==> config.mk <==
export PLATFORM = sky130hd
export DESIGN_NAME = sel_skid_reg
export DESIGN_NICKNAME = d
export VERILOG_FILES = /design/src/rtl/sel_skid_reg_pkg.sv /design/src/rtl/sel_skid_reg_sel_n_word.sv /design/src/rtl/sel_skid_reg.sv
export SDC_FILE = /design/constraint.sdc
export NUM_CORES = 1
export LEC_CHECK = 0
export CAP_MARGIN = 25
export CORE_MARGIN = 4
export CORE_UTILIZATION = 30
export CTS_BUF_LIST = sky130_fd_sc_hd__clkbuf_2
export CTS_CLUSTER_SIZE = 25
export DETAILED_ROUTE_END_ITERATION = 8
export DONT_BUFFER_PORTS = 1
export HOLD_SLACK_MARGIN = 0.15
export PLACE_DENSITY = 0.5
export SYNTH_ARGS = -nofsm -noshare
export SYNTH_HDL_FRONTEND = slang
export SYNTH_HIERARCHICAL = 1
export SYNTH_SLANG_ARGS = --single-unit
==> constraint.sdc <==
create_clock -name clk -period 1.9 [get_ports clk]
set_clock_uncertainty 0.2 [all_clocks]
set_input_delay 0.38 -clock clk [delete_from_list [all_inputs] [get_ports clk]]
set_output_delay 0.38 -clock clk [all_outputs]
set_load 0.05 [all_outputs]
==> src/rtl/sel_skid_reg_pkg.sv <==
`default_nettype none
// ============================================================================
//  Module      : sel_skid_reg_pkg
//  Description : Shared datapath definitions for the registered operand-select
//                stage: buffer occupancy encoding, default word width and the
//                select-index width helper.
//  Revision    : 1.0  initial release
// ============================================================================
package sel_skid_reg_pkg;

    // Default datapath word width, common to every selector in the datapath.
    localparam int c_default_width = 32;

    // Occupancy of the 2-entry skid buffer.
    typedef enum logic [1:0] {
        ST_EMPTY = 2'd0,
        ST_ONE   = 2'd1,
        ST_FULL  = 2'd2
    } occ_state_t;

    // Select index width for n candidates; never narrower than one bit.
    function automatic int sel_width(input int n);
        int w;
        w = $clog2(n);
        return (w < 1) ? 1 : w;
    endfunction

endpackage : sel_skid_reg_pkg
`default_nettype wire

==> src/rtl/sel_skid_reg_sel_n_word.sv <==
`default_nettype none
// ============================================================================
//  Module      : sel_n_word
//  Description : Combinational NUM_IN:1 selector of WIDTH-bit words with an
//                out-of-range flag. An index with no matching word yields
//                RESET_VAL so nothing undefined ever leaves the selector.
//  Revision    : 1.0  initial release
// ============================================================================
module sel_n_word
    import sel_skid_reg_pkg::*;
#(
    parameter int                 WIDTH     = c_default_width,
    parameter int                 NUM_IN    = 4,
    parameter int                 SEL_W     = 2,
    parameter logic [WIDTH-1:0]   RESET_VAL = {WIDTH{1'b0}}
) (
    input  logic [SEL_W-1:0]        i_sel,
    input  logic [NUM_IN*WIDTH-1:0] i_din,
    output logic [WIDTH-1:0]        o_word,
    output logic                    o_oor
);

    logic [WIDTH-1:0] w_words [NUM_IN];

    // Split the flattened input bus into individual candidate words.
    generate
        for (genvar gi = 0; gi < NUM_IN; gi++) begin : g_unpack
            assign w_words[gi] = i_din[gi*WIDTH +: WIDTH];
        end
    endgenerate

    // Match the index against every legal candidate; no match means out of range.
    always_comb begin
        o_word = RESET_VAL;
        o_oor  = 1'b1;
        for (int i = 0; i < NUM_IN; i++) begin
            if (i_sel == SEL_W'(i)) begin
                o_word = w_words[i];
                o_oor  = 1'b0;
            end
        end
    end

endmodule : sel_n_word
`default_nettype wire

==> src/rtl/sel_skid_reg.sv <==
`default_nettype none
// ============================================================================
//  Module      : sel_skid_reg
//  Description : Registered operand-select stage. Picks one of NUM_IN words by
//                index and holds it in a 2-entry skid buffer with valid/ready
//                on both sides. Every output comes straight from a flop, so
//                neither in_valid/din nor out_ready reach an output through
//                logic. flush empties the buffer and drops the offered word.
//  Revision    : 1.0  initial release
// ============================================================================
module sel_skid_reg
    import sel_skid_reg_pkg::*;
#(
    parameter int               WIDTH     = c_default_width,
    parameter int               NUM_IN    = 4,
    parameter logic [WIDTH-1:0] RESET_VAL = {WIDTH{1'b0}}
) (
    input  logic                          clk,
    input  logic                          rst_n,
    input  logic [sel_width(NUM_IN)-1:0]  sel,
    input  logic [NUM_IN*WIDTH-1:0]       din,
    input  logic                          in_valid,
    output logic                          in_ready,
    input  logic                          flush,
    output logic [WIDTH-1:0]              out_data,
    output logic                          out_valid,
    input  logic                          out_ready,
    output logic                          sel_err
);

    localparam int SEL_W = sel_width(NUM_IN);

    occ_state_t       r_state;
    occ_state_t       w_state_nxt;

    logic [WIDTH-1:0] r_head;
    logic [WIDTH-1:0] r_skid;
    logic             r_out_valid;
    logic             r_in_ready;
    logic             r_sel_err;

    logic [WIDTH-1:0] w_sel_word;
    logic             w_sel_oor;
    logic             w_accept;
    logic             w_issue;
    logic             w_load_head_new;
    logic             w_load_head_skid;
    logic             w_load_skid;
    logic             w_clear;

    sel_n_word #(
        .WIDTH     (WIDTH),
        .NUM_IN    (NUM_IN),
        .SEL_W     (SEL_W),
        .RESET_VAL (RESET_VAL)
    ) u_sel (
        .i_sel  (sel),
        .i_din  (din),
        .o_word (w_sel_word),
        .o_oor  (w_sel_oor)
    );

    // Handshakes are qualified only by registered flags.
    assign w_accept = in_valid && r_in_ready;
    assign w_issue  = r_out_valid && out_ready;

    // Occupancy transitions and buffer-move controls; flush overrides everything.
    always_comb begin
        w_state_nxt      = r_state;
        w_load_head_new  = 1'b0;
        w_load_head_skid = 1'b0;
        w_load_skid      = 1'b0;
        w_clear          = 1'b0;
        if (flush) begin
            w_state_nxt = ST_EMPTY;
            w_clear     = 1'b1;
        end else begin
            case (r_state)
                ST_EMPTY: begin
                    if (w_accept) begin
                        w_state_nxt     = ST_ONE;
                        w_load_head_new = 1'b1;
                    end
                end
                ST_ONE: begin
                    if (w_accept && w_issue) begin
                        // Head leaves and the new word replaces it directly.
                        w_load_head_new = 1'b1;
                    end else if (w_accept) begin
                        // Head is stalled; park the new word behind it.
                        w_state_nxt = ST_FULL;
                        w_load_skid = 1'b1;
                    end else if (w_issue) begin
                        w_state_nxt = ST_EMPTY;
                        w_clear     = 1'b1;
                    end
                end
                ST_FULL: begin
                    // in_ready is low here, so only an issue can happen.
                    if (w_issue) begin
                        w_state_nxt      = ST_ONE;
                        w_load_head_skid = 1'b1;
                    end
                end
                default: begin
                    w_state_nxt = ST_EMPTY;
                    w_clear     = 1'b1;
                end
            endcase
        end
    end

    // Occupancy state register.
    always_ff @(posedge clk or negedge rst_n) begin
        if (!rst_n) begin
            r_state <= ST_EMPTY;
        end else begin
            r_state <= w_state_nxt;
        end
    end

    // Registered handshake flags and the out-of-range pulse, derived from next state.
    always_ff @(posedge clk or negedge rst_n) begin
        if (!rst_n) begin
            r_out_valid <= 1'b0;
            r_in_ready  <= 1'b0;
            r_sel_err   <= 1'b0;
        end else begin
            r_out_valid <= (w_state_nxt != ST_EMPTY);
            r_in_ready  <= (w_state_nxt != ST_FULL);
            r_sel_err   <= w_accept && w_sel_oor && !flush;
        end
    end

    // Head and skid word storage; emptied slots return to RESET_VAL.
    always_ff @(posedge clk or negedge rst_n) begin
        if (!rst_n) begin
            r_head <= RESET_VAL;
            r_skid <= RESET_VAL;
        end else begin
            if (w_clear) begin
                r_head <= RESET_VAL;
                r_skid <= RESET_VAL;
            end else begin
                if (w_load_head_new) begin
                    r_head <= w_sel_word;
                end else if (w_load_head_skid) begin
                    r_head <= r_skid;
                end
                if (w_load_skid) begin
                    r_skid <= w_sel_word;
                end
            end
        end
    end

    assign in_ready  = r_in_ready;
    assign out_valid = r_out_valid;
    assign out_data  = r_head;
    assign sel_err   = r_sel_err;

endmodule : sel_skid_reg
`default_nettype wire
* After elaboration in Yosys (flattened, before gate mapping) *
Index checks and enable logic that the tools add are counted.

word-level totals
  bits of input ports = 135
  word-level logic and storage cells = 58
  flip-flop bits (word level) = 69
  output and inout bits = 35

operators by class
  eq/ne operators = 6
  reduce and logical (&&, ||, !) cells = 12
  mux-type cells = 34

operator list
  operator            count
  $mux 32             9
  $mux 1              16
  $mux 2              6
  $eq 2x2->1 const B  3
  $pmux 2 s3          1
  $logic_and 1x1->1   5
  $eq 2x1->1 const B  2
  $logic_not 2->1     2
  $pmux 1 s2          2
  $reduce_bool 2->1   2
  $reduce_bool 3->1   1
  $ne 2x2->1 const B  1
  $reduce_or 2->1     1
  $logic_not 1->1     1

* Logic depth before layout (Yosys ltp) *
Gate-level depths: netlist of the first run.

  depth after elaboration = 7
  depth in mapped cells = 7
  mapped depth without buffers = 4

* Modules after synthesis *
The synthesis of the first run kept the hierarchy.

by module, submodules not included
  module        instances  area an instance (um^2)  seq. area each (um^2)  cells an instance
  sel_skid_reg  1          3067.9                   1726.7                 278
  sel_n_word    1          825.8                    0.0                    41

* Worst setup path after synthesis of the first run *
No wires, ideal clock.

  path kind = flip-flop to flip-flop
  from = register r_out_valid, in the netlist out_valid
  to = register r_head[10], in the netlist out_data[10]
  data arrival time = 1.621 ns
  period minus slack after synthesis = 1.953 ns
  required time = 1.568 ns
  setup time = 0.132 ns
  stages on the path, launching flop included = 7
  path slack = -0.053 ns
  buffers on the path = 2
  cells stage by stage = dfrtp_1 nand2_1 a211o_1 buf_6 buf_12 mux2i_1 o2bb2ai_1

between the ends
  word-level cells in the longest chain between the ends = 7
  elaborated cells between the ends (all ways) = 15
  classes of those cells = mux (12); reduce/logical (3)

ends and longest elaborated chain
  item                                                           line                                                         source
  start: declaration                                             sel_skid_reg.sv:38                                           logic r_out_valid;
  start signal: assignment                                       sel_skid_reg.sv:129                                          r_out_valid <= (w_state_nxt != ST_EMPTY);
  $logic_and 1x1->1 (*)                                          sel_skid_reg.sv:65                                           assign w_issue = r_out_valid && out_ready;
  $mux 1 / $logic_and 1x1->1 (equally long branches)             sel_skid_reg.sv:93, sel_skid_reg.sv:100, sel_skid_reg.sv:86
  $mux 1 (on tied branches)                                      sel_skid_reg.sv:89, sel_skid_reg.sv:86
  $mux 1 / $pmux 1 s2 (equally long branches)                    sel_skid_reg.sv:86, sel_skid_reg.sv:78
  $pmux 1 s2 / $mux 1 (equally long branches)                    sel_skid_reg.sv:78, sel_skid_reg.sv:74
  $mux 1 / $mux 32 (equally long branches)                       sel_skid_reg.sv:74, sel_skid_reg.sv:145
  $reduce_bool 3->1 (no line) / $mux 32 (equally long branches)  n/a
  end signal: assignment                                         sel_skid_reg.sv:146                                          r_head <= w_sel_word;
  end signal: assignment                                         sel_skid_reg.sv:148                                          r_head <= r_skid;
  end: declaration                                               sel_skid_reg.sv:36                                           logic [WIDTH-1:0] r_head;

Mark *: on every way between the ends. The rest lies on a longest branch, timed or not.
A chain may end at the register's enable or synchronous reset.

* Worst setup path in the final report of the first run *
  from = input port out_ready
  to = register r_out_valid, in the netlist out_valid

between the ends
  word-level cells in the longest chain between the ends = 7
  elaborated cells between the ends (all ways) = 9
  classes of those cells = mux (6); reduce/logical (3)

ends and longest elaborated chain
  item                   line                 source
  start: declaration     sel_skid_reg.sv:27   input logic out_ready,
  $logic_and 1x1->1 (*)  sel_skid_reg.sv:65
  $mux 2                 sel_skid_reg.sv:93   end else if (w_issue) begin
  $mux 2                 sel_skid_reg.sv:89   end else if (w_accept) begin
  $mux 2                 sel_skid_reg.sv:86   if (w_accept && w_issue) begin
  $pmux 2 s3 (*)         sel_skid_reg.sv:78   case (r_state)
  $mux 2 (*)             sel_skid_reg.sv:74   if (flush) begin
  $reduce_bool 2->1 (*)  sel_skid_reg.sv:129

Marked as above.

==> run_results.csv, run 1 <==
group,metric,value,unit
status,run_status,"finished with violations",
status,failed_checks,"negative hold slack",
floorplanning,die_height,122,um
power,ir_drop,0.361,mV
global_routing,grt_max_degree,70,
critical_path,path_class,"input pin to flop",
placement,io_buffer_count,0,
critical_path,critical_path_required,2140,ps
critical_path,startpoint_type,"input pin",
synthesis,syn_inst,319,
synthesis,synthFlopType,"dfrtp_1",
detailed_routing,drt_iter0_drc,177,
power,p_sw,1.06,mW
timing,finalSetupViolCount,0,
critical_path,cp_slowest_stage_delay,570,ps
synthesis,async_flop_share,100,%
clock_network,h-tree-depth,3,
global_routing,antenna_found_initial,1,
clock_network,path_clk_slew,200,ps
detailed_routing,wl_met1,4720,um
clock_network,cts_inserted_buffers,9,
critical_path,path_delay_family,"buffers and inverters",
synthesis,ys_types,31,
synthesis,synth_nets,454,
critical_path,endpoint_kind,"flop",
detailed_routing,top_layer_used,"met4",
detailed_routing,wl_met3,1020,um
synthesis,yosysSeqAreaShare,44.3,%
timing,min_period_over_period,94.4,%
power,clockPowerShare,21.9,%
timing,slew_headroom,62.3,%
global_routing,grt_first_pass_wirelength,17500,um
timing,rsz0062_at_grt,"false",
critical_path,path_buf_inv,2,
clock_network,cts.sinks,69,
synthesis,netlist_top_cells_count,"dfrtp_1 (69), nand2_1 (67), a21oi_1 (35), mux2i_1 (32), o2bb2ai_1 (32)",
power,leakage,2.17,nW
floorplanning,die_x,122,um
floorplanning,core-area,12700,um^2
detailed_routing,met2WireLength,5660,um
timing,hold_ws,-649,ps
power,pwr-share-seq,53.5,%
timing,finalHoldViolCount,69,
placement,dpl-instance-area,4040,um^2
placement,pre_cts_slack,4.08,ps
timing,maxSlewViolCount,0,
critical_path,slowest_stage,"dlygate4sd3_1",
power,switching_share,33.3,%
power,intPower,2.13,mW
timing,final.min_clock_period,1790,ps
run,maxCapViolations,0,
final_layout,drive_gt1_share,18.4,%
detailed_routing,vias,3014,
placement,gp_congestion,0.714,
detailed_routing,wl_per_cell,19.7,um
synthesis,ys_warn_count,6,
global_routing,grt_overflow,0,
synthesis,synth_most_common_cell,"dfrtp_1",
clock_network,cts_root_buf,"clkbuf_2",
critical_path,arrival,2030,ps
synthesis,synth_seq_cells,69,
global_routing,grt_pass1_vias,3177,
critical_path,worst-path-max-fanout,6,
synthesis,yosys.area.top_type,"dfrtp_1",
floorplanning,io_pins,170,
synthesis,synth-edff-count,0,
timing,fin_ws,107,ps
floorplanning,start_util,30.7,%
detailed_routing,via_per_inst,5.13,
floorplanning,rows,41,
synthesis,avgSynthCellArea,12.2,um^2
clock_network,clk_latency,480,ps
timing,tns,0,ps
synthesis,synthTopCellsByArea,"dfrtp_1 (44%), mux4_2 (17%), mux2i_1 (8.2%)",
final_layout,fin_nets,544,
hold_path,min_path_type,"input pin to async pin",
final_layout,fin_area,5070,um^2
detailed_routing,drtAntennaViolNets,0,
floorplanning,die_area,14900,um^2
power,powerDensity,629,nW/um^2
detailed_routing,first_pass_iters,4,
clock_network,clock_path_buffers,2,
timing,tightest_slew,564,ps
placement,dp_hpwl,7180,um
timing,timing.fmax,558,MHz
clock_network,cts_tree,"built",
synthesis,synthDominantCellAreaShare,44.3,%
synthesis,netlist_area,3890,um^2
clock_network,post_cts_buffers,0,
global_routing,grt_use_total,15.5,%
critical_path,cpMostUsedCell,"dlygate4sd3_1",
detailed_routing,routed_wirelength,11500,um
power,comb_power_share,24.6,%
critical_path,crit_path_cell_trace,"dlygate4sd3_1 > nand2_2 > nand2_1 > a21o_2 > a21oi_1 > dlygate4sd3_1",
final_layout,areaGrowthSynthToFinish,30.3,%
detailed_routing,drc,0,
per-layer routing:
layer,GRT usage (%),up-vias
li1,-,1368
met1,19.8,1502
met2,25.8,135
met3,4.78,9
met4,3.57,0
met5,0,-
worst paths after layout:
kind,startpoint,to,slack [ps],cells past startpoint
min in group clk,in_valid,r_state[0],260,5
setup / recovery,out_ready,out_valid,110,6
hold / removal,rst_n,sel_err,-650,0
setup reg to reg,out_valid,out_valid,120,5
hold reg to reg,r_skid[20],r_skid[20],330,2
max in group asynchronous,rst_n,out_data[20],2010,0
worst reg2reg max path, cell delays in order (launching register included):
cell,delay (ps)
dfrtp_2,460
nand2_2,140
nand2_1,70
a21o_2,200
a21oi_1,130
dlygate4sd3_1,550
repair_timing:
action	in CTS	in global routing
endpoints found under the hold margin	137	87
cloned	1	0
gates resized for setup	1	3
endpoints found under the setup margin	32	18
hold buffers	72	28
final cells by class:
type / instances / area (um^2)
diodes: 1 / 2.50
clock buffers: 10 / 50.0
clock inverters: 6 / 30.0
fillers: 1224 / 7600
inverters: 1 / 3.75
multi-input cells: 221 / 1960
flip-flops and latches: 69 / 1730
well taps: 172 / 215
repair buffers: 107 / 1080
cell usage in the layout, fill, tap and decap left out, drive strengths merged, types with 2 or more instances in the layout:
master / n
a21o: 3
mux2i: 32
nor2: 5
clkbuf: 10
a211o: 2
dfrtp: 69
o2bb2ai: 32
clkinv: 5
dlygate4sd3: 89
a21oi: 35
nand2b: 2
mux4: 32
buf: 18
nand2: 67
sequential cells by signal, summed over array words and instances, names as in the netlist:
signal,flops
in_ready,1
sel_err,1
r_skid,32
out_valid,1
out_data,32
r_state,2
cell families (layout without fill, tap and decap cells):
group / Yosys count / count (layout) / synth area share (%)
multiplexers: 64 / 64 / 26.9
other: 1 / 2 / 0.0963
AO/OA/AOI/OAI: 75 / 75 / 13.4
AND/OR/NAND/NOR: 79 / 80 / 8.61
flip-flops: 69 / 69 / 44.3
buffers and inverters: 30 / 124 / 6.36
XOR/XNOR: 1 / 1 / 0.225
power groups by stage:
stage	combinational, mW	sequential [mW]	clock [mW]
floorplan	0.480	1.73	0
global placement	0.558	1.73	0
detailed placement	0.563	1.73	0
CTS	0.769	1.71	0.743
global route	0.858	1.72	0.812
finish	0.786	1.71	0.700
per-stage QoR:
step,power (mW),util [%],std cells
floorplan,2.21,-,319
global placement,2.29,31.9,478
detailed placement,2.30,31.9,478
CTS,3.22,38.4,567
global route,3.39,40.0,587
finish,3.19,40.0,587
Power figures use the tool's default switching activity.
==> run 2: changes to the inputs <==
--- a/config.mk
+++ b/config.mk
@@ -5,7 +5,7 @@
 export SDC_FILE = /design/constraint.sdc
 export NUM_CORES = 1
 export LEC_CHECK = 0
-export CAP_MARGIN = 25
+export CAP_MARGIN = 20
 export CORE_MARGIN = 4
 export CORE_UTILIZATION = 30
 export CTS_BUF_LIST = sky130_fd_sc_hd__clkbuf_2
@@ -13,7 +13,7 @@
 export DETAILED_ROUTE_END_ITERATION = 8
 export DONT_BUFFER_PORTS = 1
 export HOLD_SLACK_MARGIN = 0.15
-export PLACE_DENSITY = 0.5
+export PLACE_DENSITY_LB_ADDON = 0.12
 export SYNTH_ARGS = -nofsm -noshare
 export SYNTH_HDL_FRONTEND = slang
 export SYNTH_HIERARCHICAL = 1
==> run 2 against run 1 <==
Net effect:
- the run ends with negative hold slack, negative setup slack left
- clock power up 19%
- worst hold slack worse by 20 ps
- sequential share of layout area up 0.66 points
- critical path type unchanged
- largest cell class unchanged
==> run_results.csv, run 2 (synthesis results as in run 1) <==
group,metric,value,unit
detailed_routing,drt_iter0_drc,162,
clock_network,cts_inserted_buffers,9,
status,run_status,"finished with violations",
final_layout,fillers,1227,
critical_path,critical_path_required,2110,ps
final_layout,final_common_cell,"dlygate4sd3_1",
global_routing,antenna_found_initial,3,
global_routing,grt_use_total,15.3,%
timing,min_period_over_period,101,%
timing,final.min_clock_period,1920,ps
power,leakage,2.13,nW
final_layout,mostFrequentLayoutCells,"dlygate4sd3_1 (76), nand2_1 (66), dfrtp_1 (66)",
global_routing,grt_overflow,0,
floorplanning,die_height,122,um
timing,maxSlewViolCount,0,
clock_network,cts_tree,"built",
run,maxCapViolations,0,
detailed_routing,drtAntennaViolNets,0,
floorplanning,die_area,14900,um^2
floorplanning,io_pins,170,
timing,finalHoldViolCount,69,
detailed_routing,vias,2872,
final_layout,fin_nets,532,
clock_network,cts_root_buf,"clkbuf_2",
detailed_routing,wl_met1,4690,um
status,failed_checks,"negative hold slack, negative setup slack",
global_routing,grt_max_degree,70,
final_layout,areaGrowthSynthToFinish,27.9,%
final_layout,fin_util,39.3,%
detailed_routing,met2WireLength,5700,um
critical_path,startpoint_type,"input pin",
power,total_power,3.31,mW
detailed_routing,wl_per_cell,20.0,um
hold_path,min_path_type,"input pin to async pin",
critical_path,arrival,2140,ps
timing,hold_ws,-669,ps
detailed_routing,via_per_inst,4.99,
placement,dp_hpwl,6760,um
clock_network,cts.sinks,69,
critical_path,worst-path-max-fanout,2,
floorplanning,rows,41,
final_layout,drive_gt1_share,20.0,%
timing,finalSetupViolCount,1,
global_routing,grt_pass1_vias,3075,
global_routing,grt_first_pass_wirelength,17300,um
critical_path,path_class,"input pin to flop",
clock_network,clk_latency,500,ps
floorplanning,start_util,30.7,%
detailed_routing,first_pass_iters,5,
timing,fin_ws,-24.6,ps
clock_network,clock_path_buffers,2,
clock_network,path_clk_slew,210,ps
placement,pre_cts_slack,-16.5,ps
timing,timing.fmax,520,MHz
floorplanning,core-area,12700,um^2
detailed_routing,top_layer_used,"met5",
timing,tightest_slew,551,ps
detailed_routing,routed_wirelength,11500,um
power,powerDensity,664,nW/um^2
floorplanning,die_x,122,um
clock_network,h-tree-depth,3,
detailed_routing,wl_met3,941,um
placement,gp_congestion,0.689,
power,ir_drop,0.246,mV
timing,slew_headroom,63.2,%
placement,io_buffer_count,0,
timing,rsz0062_at_grt,"false",
critical_path,endpoint_kind,"flop",
detailed_routing,drc,0,
[run 2: cell types whose count changed in the layout (fill, tap and decap cells not counted), sizes merged]
cell / change
dlygate4sd3: -13
diode: +1
clkinv: -2
buf: +1
bufinv: +1
[run 2: worst max-delay path, stage by stage]
cell and delay (ps):
dlygate4sd3_1 530, mux4_2 440, dlygate4sd3_1 580, mux2i_1 130
o2bb2ai_1 70
[run 2: metrics by stage]
| step | std cells | area, um^2 | hold WS (ps) | setup TNS [ps] |
|---|---|---|---|---|
| finish | 575 | 4980 | -669 | -24.6 |
| global route | 573 | 4980 | -767 | 0 |
| CTS | 555 | 4790 | -740 | 0 |
| detailed placement | 478 | 4050 | -111 | -136 |
| global placement | 478 | 4050 | -112 | 0 |
| floorplan | 319 | 3900 | -116 | 0 |
[run 2: final timing paths]
| path | depth (start not counted) | endpoint | slack [ps] | startpoint |
|---|---|---|---|---|
| worst max register to register | 5 | out_valid | 100 | in_ready |
| worst min-delay path | 0 | r_skid[2] | -670 | rst_n |
| worst max-delay path | 5 | out_data[22] | -20 | din[22] |
| min in group clk | 3 | r_skid[26] | 110 | sel[0] |
| worst min register to register | 2 | r_skid[28] | 330 | r_skid[28] |
| max in group asynchronous | 0 | r_skid[5] | 2000 | rst_n |
[run 2: metal layers]
layer  global-route usage [%]  vias up
met2                     25.6      124
met5                        0        -
met1                     19.3     1391
li1                         -     1342
met4                     3.57        2
met3                     4.83       13
[run 2: power by group]
group,switching [mW],internal [mW],total [mW]
Sequential,0.166,1.54,1.71
Clock,0.539,0.296,0.835
Combinational,0.349,0.419,0.768
Total,1.05,2.25,3.31
[run 2: layout make-up]
cell class	count	area, um^2	share of cell area [%]
inverter	1	3.75	0.0754
multi-input combinational	221	1970	39.5
timing repair buffer	95	957	19.2
clock inverter	5	52.6	1.06
sequential	69	1730	34.7
clock buffer	10	50.0	1.00
antenna	2	5.00	0.100
tap	172	215	4.32
[run 2: repair_timing]
action	in CTS	in global routing
resized for setup	2	4
hold buffers	61	26
setup buffers	0	2
hold endpoints to repair	137	89
cloned	1	0
setup endpoints to repair	32	37
